### src/rtl/debug_pkg.sv
// Shared definitions for the debug readback unit.
//   N_WORDS / TBL_SEL_W : size and code width of the latch select table
//   SYNC                : frame sync byte sent ahead of word 0
//   dump_state_t        : latch dump sequencer FSM states
//   sel_lookup()        : table index -> debug mux select code
package debug_pkg;

  localparam int         N_WORDS   = 19;
  localparam int         TBL_SEL_W = 7;
  localparam logic [7:0] SYNC      = 8'hA5;

  typedef enum logic [2:0] {
    ST_IDLE    = 3'd0,
    ST_SYNC_TX = 3'd1,
    ST_SEL     = 3'd2,
    ST_WAIT    = 3'd3,
    ST_CAP     = 3'd4,
    ST_SEND    = 3'd5,
    ST_DONE    = 3'd6
  } dump_state_t;

  // Code 22 has no latch behind it, so it is deliberately absent.
  function automatic logic [TBL_SEL_W-1:0] sel_lookup(input int unsigned idx);
    logic [TBL_SEL_W-1:0] code;
    case (idx)
      0:  code = 7'h00;  1:  code = 7'h01;
      2:  code = 7'h10;  3:  code = 7'h11;  4:  code = 7'h12;
      5:  code = 7'h13;  6:  code = 7'h14;  7:  code = 7'h15;
      8:  code = 7'h20;  9:  code = 7'h21;  10: code = 7'h23;
      11: code = 7'h24;  12: code = 7'h25;
      13: code = 7'h30;  14: code = 7'h31;  15: code = 7'h32;
      16: code = 7'h33;
      17: code = 7'h40;  18: code = 7'h41;
      default: code = '0;
    endcase
    return code;
  endfunction

endpackage

### src/rtl/word_serializer.sv
// Serialises one DATA_W word into bytes, LSB byte first, over a valid/ready
// byte interface.
//   i_load / i_load_data : capture a new word (only while idle)
//   o_byte / o_valid     : current byte and its valid flag
//   i_ready              : consumer accepts the byte when o_valid && i_ready
//   o_word_done          : pulses with the handshake of the last byte
// Handshake: once o_valid is high, o_valid and o_byte stay unchanged until a
// cycle with i_ready=1; i_ready while o_valid=0 has no effect. Bytes of one
// word go back to back because the next byte is already in the shift register.
module word_serializer #(
  parameter int DATA_W = 32
) (
  input  logic              clk,
  input  logic              rst_n,
  input  logic              i_load,
  input  logic [DATA_W-1:0] i_load_data,
  input  logic              i_ready,
  output logic [7:0]        o_byte,
  output logic              o_valid,
  output logic              o_word_done
);

  localparam int N_BYTES = DATA_W / 8;
  localparam int CNT_W   = (N_BYTES > 1) ? $clog2(N_BYTES) : 1;

  logic [DATA_W-1:0] r_shreg;
  logic [CNT_W-1:0]  r_byte_cnt;
  logic              r_valid;
  logic              w_fire;
  logic              w_last;

  assign w_fire = r_valid & i_ready;
  assign w_last = (r_byte_cnt == CNT_W'(N_BYTES - 1));

  always_ff @(posedge clk or negedge rst_n) begin
    if (!rst_n) begin
      r_shreg    <= '0;
      r_byte_cnt <= '0;
      r_valid    <= 1'b0;
    end else if (i_load) begin
      r_shreg    <= i_load_data;
      r_byte_cnt <= '0;
      r_valid    <= 1'b1;
    end else if (w_fire) begin
      r_shreg <= r_shreg >> 8;
      if (w_last) begin
        r_byte_cnt <= '0;
        r_valid    <= 1'b0;
      end else begin
        r_byte_cnt <= r_byte_cnt + CNT_W'(1);
      end
    end
  end

  assign o_byte      = r_shreg[7:0];
  assign o_valid     = r_valid;
  assign o_word_done = w_fire & w_last;

endmodule

### src/rtl/latch_dump_sequencer.sv
// Walks the pipeline-latch debug mux through every select code in the table,
// captures each registered readback word and streams SYNC followed by all
// words (4 bytes each, LSB first) to the UART transmitter.
//   clk, rst_n          : clock, asynchronous active-low reset
//   start               : dump request, honoured only in IDLE
//   mux_sel / mux_data  : debug mux select out, registered word back
//   tx_data / tx_valid  : byte stream to UART TX, accepted on tx_ready
//   busy / done         : dump in progress / one-cycle end-of-frame pulse
//   dbg_state           : current FSM state (dump_state_t encoding)
module latch_dump_sequencer
  import debug_pkg::*;
#(
  parameter int DATA_W  = 32,
  parameter int SEL_W   = 7,
  parameter int MUX_LAT = 1
) (
  input  logic              clk,
  input  logic              rst_n,
  input  logic              start,
  output logic [SEL_W-1:0]  mux_sel,
  input  logic [DATA_W-1:0] mux_data,
  output logic [7:0]        tx_data,
  output logic              tx_valid,
  input  logic              tx_ready,
  output logic              busy,
  output logic              done,
  output logic [2:0]        dbg_state
);

  localparam int IDX_W  = $clog2(N_WORDS);
  localparam int WAIT_W = $clog2(MUX_LAT + 1);

  dump_state_t       r_state;
  dump_state_t       w_next;
  logic [IDX_W-1:0]  r_idx;
  logic [WAIT_W-1:0] r_wait;
  logic [WAIT_W-1:0] w_wait_dec;
  logic [SEL_W-1:0]  r_mux_sel;
  logic              r_busy;
  logic              w_load;
  logic              w_last_word;
  logic [7:0]        w_ser_byte;
  logic              w_ser_valid;
  logic              w_word_done;

  assign w_wait_dec  = r_wait - WAIT_W'(1);
  assign w_last_word = (r_idx == IDX_W'(N_WORDS - 1));

  always_ff @(posedge clk or negedge rst_n) begin
    if (!rst_n) r_state <= ST_IDLE;
    else        r_state <= w_next;
  end

  always_comb begin
    w_next = r_state;
    w_load = 1'b0;
    case (r_state)
      ST_IDLE:    if (start) w_next = ST_SYNC_TX;
      ST_SYNC_TX: if (tx_ready) w_next = ST_SEL;
      ST_SEL:     w_next = ST_WAIT;
      // WAIT lasts MUX_LAT cycles, so CAP samples MUX_LAT+1 edges after sel.
      ST_WAIT:    if (w_wait_dec == '0) w_next = ST_CAP;
      ST_CAP: begin
        w_load = 1'b1;
        w_next = ST_SEND;
      end
      ST_SEND:    if (w_word_done) w_next = w_last_word ? ST_DONE : ST_SEL;
      ST_DONE:    w_next = ST_IDLE;
      default:    w_next = ST_IDLE;
    endcase
  end

  always_ff @(posedge clk or negedge rst_n) begin
    if (!rst_n) begin
      r_idx     <= '0;
      r_wait    <= '0;
      r_mux_sel <= '0;
      r_busy    <= 1'b0;
    end else begin
      case (r_state)
        ST_IDLE: if (start) begin
          r_busy <= 1'b1;
          r_idx  <= '0;
        end
        ST_SEL: begin
          r_mux_sel <= SEL_W'(sel_lookup(32'(r_idx)));
          r_wait    <= WAIT_W'(MUX_LAT);
        end
        ST_WAIT: r_wait <= w_wait_dec;
        ST_SEND: if (w_word_done && !w_last_word) r_idx <= r_idx + IDX_W'(1);
        ST_DONE: begin
          r_busy    <= 1'b0;
          r_mux_sel <= '0;
        end
        default: ;
      endcase
    end
  end

  word_serializer #(.DATA_W(DATA_W)) u_ser (
    .clk         (clk),
    .rst_n       (rst_n),
    .i_load      (w_load),
    .i_load_data (mux_data),
    .i_ready     (tx_ready),
    .o_byte      (w_ser_byte),
    .o_valid     (w_ser_valid),
    .o_word_done (w_word_done)
  );

  assign tx_valid  = (r_state == ST_SYNC_TX) | w_ser_valid;
  assign tx_data   = (r_state == ST_SYNC_TX) ? SYNC : w_ser_byte;
  assign mux_sel   = r_mux_sel;
  assign busy      = r_busy;
  assign done      = (r_state == ST_DONE);
  assign dbg_state = r_state;

endmodule

### config.mk
export PLATFORM = sky130hd
export DESIGN_NAME = latch_dump_sequencer
export DESIGN_NICKNAME = d
export VERILOG_FILES = /design/src/rtl/debug_pkg.sv /design/src/rtl/word_serializer.sv /design/src/rtl/latch_dump_sequencer.sv
export SDC_FILE = /design/constraint.sdc
export NUM_CORES = 1
export LEC_CHECK = 0
export CAP_MARGIN = 20
export CORE_ASPECT_RATIO = 0.5
export CORE_MARGIN = 3
export CORE_UTILIZATION = 54
export CTS_CLUSTER_DIAMETER = 100
export CTS_CLUSTER_SIZE = 16
export DETAILED_ROUTE_END_ITERATION = 7
export PLACE_DENSITY = 0.91
export SYNTH_ARGS = -nofsm -noshare
export SYNTH_HDL_FRONTEND = slang
export SYNTH_SLANG_ARGS = --single-unit
### constraint.sdc
create_clock -name clk -period 2.31 [get_ports clk]
set_input_delay 0.3465 -clock clk [delete_from_list [all_inputs] [get_ports clk]]
set_output_delay 0.3465 -clock clk [all_outputs]
set_load 0.03 [all_outputs]
==> results by group <==
Global route
  – Largest net degree at the start of global routing: 68
  – First-pass GRT wire length: 9800 um
  – Gr usage total: 20.7%
  – Total global routing overflow: 0
  – Via count of the first global-routing pass: 2065
  – Initial antenna violation count: 0

Yosys
  – Dominant register cell in the synthesized netlist: sky130_fd_sc_hd__dfrtp_1
  – Mean instance size in the synthesized netlist: 9.67 um^2
  – Synthesized-area fraction occupied by and/or/nand/nor cells: 18.1%
  – Main combinational cell family by area after synthesis: simple AND/OR/NAND/NOR gates
  – Synth Area in Adders: 2.38%
  – Post-synthesis instance total: 272
  – Count of unique library cells instantiated by Yosys: 44
  – Combined area of all synthesized cells: 0.00263 mm^2
  – Ys async rst share: 100%
  – Library cell with the largest summed area after synthesis: sky130_fd_sc_hd__dfrtp_1
  – Post-synthesis share of cell area spent on xor and xnor gates: 0.333%
  – Top cell type's share of synthesized area: 48.5%
  – Compound-gate portion of the synthesized area: 14.4%
  – Share of cell area taken by muxes after synthesis: 10.7%
  – Total number of yosys warnings: 0
  – Number of nets in the synthesized netlist: 313
  – Ranking of synthesized cells by area: sky130_fd_sc_hd__dfrtp_1 (49%), sky130_fd_sc_hd__mux2i_1 (10%), sky130_fd_sc_hd__nand2_1 (8.7%), sky130_fd_sc_hd__o21ai_0 (5.9%), sky130_fd_sc_hd__ha_1 (2.4%)
  – Post-synthesis register bit count: 51
  – Count of flip-flops with a built-in enable after synthesis: 0
  – Part of the Yosys area used for sequential elements: 48.5%

Place
  – Port-buffer cells: 55
  – Detailed placement HPWL: 4110 um
  – Post-detailed-placement cell area: 0.00321 mm^2
  – Global placement routability congestion: 0.849
  – Setup slack at placement: 0.376 ns

Finish
  – Number of nets in the final layout: 366
  – Post-layout instance area: 0.00331 mm^2
  – Final core utilization: 72.8%
  – Synth-to-Final Area Change: 25.9%
  – Count of inserted antenna diode cells: 0
  – Fraction of layout cells with a size suffix above 1: 11.3%
  – Count of filler cells inserted in the layout: 329

Detailed routing
  – Drt first-iter violations: 115
  – Routed length per placed instance: 14.8 um
  – Detail Route Antenna Nets: 0
  – Drt pass-1 iters: 7
  – Final routed DRC violation total: 0
  – Total wire length after detailed routing: 5810 um
  – Average via count per standard cell: 5.41
  – Vias after detailed routing: 2119

Clocking
  – Hold_buf cts: 0
  – Max clock buf depth: 2
  – Skew-Pair Late Insertion Delay: 0.30 ns
  – Cell chosen for the clock root: sky130_fd_sc_hd__clkbuf_8
  – CTS tree: done
  – TritonCTS sink count: 51
  – Clock slew seen by the registers of the worst setup and hold paths: 0.09 ns
  – Total number of H-tree levels: 2
  – Number of buffers inserted during clock tree synthesis: 5

Critical path
  – Number of buffer and inverter stages on the critical path: 2
  – End of the worst register-to-register path: mux_sel[1]$_DFFE_PN0P_
  – Setup CP Type: register to primary output
  – Kind of end point of the critical path: primary output
  – Arrival time at the worst endpoint: 1.84 ns
  – Worst reg2reg path depth: 6
  – Crit path max fanout: 9
  – Kind of cell adding the most delay to the critical path: buffers and inverters
  – Setup crit start: dbg_state[0]$_DFFE_PN0P_
  – Slowest library cell on the worst path: sky130_fd_sc_hd__clkdlybuf4s50_1
  – R2r setup slk: 0.67 ns
  – Endpoint required time on the critical path: 1.96 ns
  – Startpoint of the most critical register-to-register path: r_idx[0]$_DFFE_PN0P_
  – Kind of start point of the critical path: register
  – Max stage delay on crit path: 0.70 ns
  – Cell chain of the critical path: nand2b_1, nor2_1, buf_4, nor2b_1, clkdlybuf4s50_1

STA
  – Actual transition at the worst max-transition pin: 0.623 ns
  – Final WS setup: 0.124 ns
  – Final max-slew violation count: 0
  – Setup repair after global routing missed its margin: no
  – Setup Viol. Count Final: 0
  – Worst Skew: 0.00544 ns
  – Slew Limit Headroom: 58.5%
  – Final hold slack: 0.0452 ns
  – Final critical path time including I/O delays and setup: 2.19 ns
  – Endpoints failing hold: 0
  – Part of the cycle the worst path needs: 94.6%
  – Maximum clock frequency: 458 MHz
  – Setup Total Neg Slack: 0 ns

Run status
  – Result of the run: complete, no violations

Min path
  – Path category of the worst min-delay check: input pin to asynchronous set/reset pin

Die
  – Area of the core: 0.00455 mm^2
  – Chip Width: 105 um
  – Effective utilization at floorplan: 57.8%
  – Die boundary height: 55.4 um
  – Number of rows in the core area: 17
  – Num ports: 57
  – Area enclosed by the die boundary: 0.00580 mm^2

Pwr
  – Total power per unit cell area: 1060 mW/mm^2
  – Max rail drop VDD: 0.474 mV
  – LEAKAGE: 1.46 nW

Job
  – Max capacitance violation total: 0
==> worst reg2reg max path: stages, from the launching register on <==
cell	delay (ns)
sky130_fd_sc_hd__dfrtp_1	0.45
sky130_fd_sc_hd__inv_1	0.13
sky130_fd_sc_hd__ha_1	0.31
sky130_fd_sc_hd__mux2i_1	0.19
sky130_fd_sc_hd__nor2_1	0.07
sky130_fd_sc_hd__a311oi_1	0.28
sky130_fd_sc_hd__o31ai_1	0.10
==> cells in the final DEF (no fill, tap or decap), types with 2 or more instances in the layout <==
cell type / instances
sky130_fd_sc_hd__a21oi_1: 7
sky130_fd_sc_hd__buf_4: 12
sky130_fd_sc_hd__clkbuf_8: 6
sky130_fd_sc_hd__clkdlybuf4s50_1: 49
sky130_fd_sc_hd__dfrtp_1: 51
sky130_fd_sc_hd__dlymetal6s2s_1: 3
sky130_fd_sc_hd__ha_1: 5
sky130_fd_sc_hd__inv_1: 4
sky130_fd_sc_hd__mux2i_1: 27
sky130_fd_sc_hd__nand2_1: 61
sky130_fd_sc_hd__nand3_1: 4
sky130_fd_sc_hd__nor2_1: 11
sky130_fd_sc_hd__nor2b_1: 5
sky130_fd_sc_hd__nor3_1: 2
sky130_fd_sc_hd__o21a_1: 3
sky130_fd_sc_hd__o21ai_0: 31
sky130_fd_sc_hd__o21ai_1: 8
sky130_fd_sc_hd__o31ai_1: 5
sky130_fd_sc_hd__or2_2: 5
==> routing by layer <==
| layer | wire [um] | track usage, % | part of all wire [%] | vias up |
|---|---|---|---|---|
| met5 | 0 | 0 | 0 | - |
| met4 | 51 | 4.67 | 0.88 | 0 |
| met3 | 294 | 3.97 | 5.1 | 9 |
| met2 | 3010 | 36.6 | 52 | 66 |
| met1 | 2460 | 26.5 | 42 | 1020 |
| li1 | - | - | - | 1024 |
==> synth_stat cells (2+ instances only) <==
master	n
sky130_fd_sc_hd__nand2_1	61
sky130_fd_sc_hd__dfrtp_1	51
sky130_fd_sc_hd__o21ai_0	31
sky130_fd_sc_hd__mux2i_1	27
sky130_fd_sc_hd__nor2_1	11
sky130_fd_sc_hd__buf_4	8
sky130_fd_sc_hd__o21ai_1	8
sky130_fd_sc_hd__a21oi_1	7
sky130_fd_sc_hd__buf_2	5
sky130_fd_sc_hd__ha_1	5
sky130_fd_sc_hd__nor2b_1	5
sky130_fd_sc_hd__o31ai_1	5
sky130_fd_sc_hd__or2_2	5
sky130_fd_sc_hd__inv_1	4
sky130_fd_sc_hd__nand3_1	4
sky130_fd_sc_hd__clkbuf_1	3
sky130_fd_sc_hd__o21a_1	3
sky130_fd_sc_hd__buf_6	2
sky130_fd_sc_hd__nor3_1	2
==> kinds of logic after synthesis <==
logic type | Yosys count
and+or+nand+nor | 99
AOI/OAI and AO/OA | 63
DFF | 51
muxes | 28
buffers and inverters | 24
adders and majority gates | 5
other | 1
xor gates and xnor gates | 1
==> how the worst max path moves through the flow <==
stage | end | depth (start not counted)
4_1_cts | tx_data[0] | 5
3_3_place_gp | tx_data[0] | 5
3_5_place_dp | tx_data[0] | 5
6_report | tx_data[6] | 5
2_1_floorplan | done | 5
5_1_grt | tx_data[4] | 5
==> cell type report <==
| type | instances | area, um^2 | share of cell area (%) |
|---|---|---|---|
| sequential | 51 | 1280 | 38.5 |
| multi-input combinational | 197 | 1210 | 36.6 |
| timing repair buffer | 65 | 623 | 18.8 |
| clock buffer | 6 | 82.6 | 2.49 |
| tap | 66 | 82.6 | 2.49 |
| inverter | 5 | 18.8 | 0.567 |
| clock inverter | 2 | 16.3 | 0.491 |
==> power by group <==
part / total [mW] / internal [mW] / switching [mW]
registers: 1.35 / 1.18 / 0.175
logic: 1.60 / 0.675 / 0.927
clock network: 0.542 / 0.245 / 0.297
==> metrics by stage <==
step / total power [mW] / instances
2_1_floorplan: 2.42 / 272
3_3_place_gp: 2.88 / 384
3_5_place_dp: 2.98 / 384
4_1_cts: 3.53 / 392
5_1_grt: 3.73 / 392
6_report: 3.50 / 392
==> flip-flops by register name, indices dropped and copies added, names as in the netlist <==
signal,flops
u_ser.r_byte_cnt,2
u_ser.o_valid,1
busy,1
r_idx,5
dbg_state,3
mux_sel,6
r_wait,1
u_ser.r_shreg,32
==> repair_timing <==
action,CTS,global route
setup endpoints to repair,0,3
gates resized for setup,0,3
buffers inserted,0,0
endpoints found under the hold margin,0,0
Power figures use the tool's default switching activity.
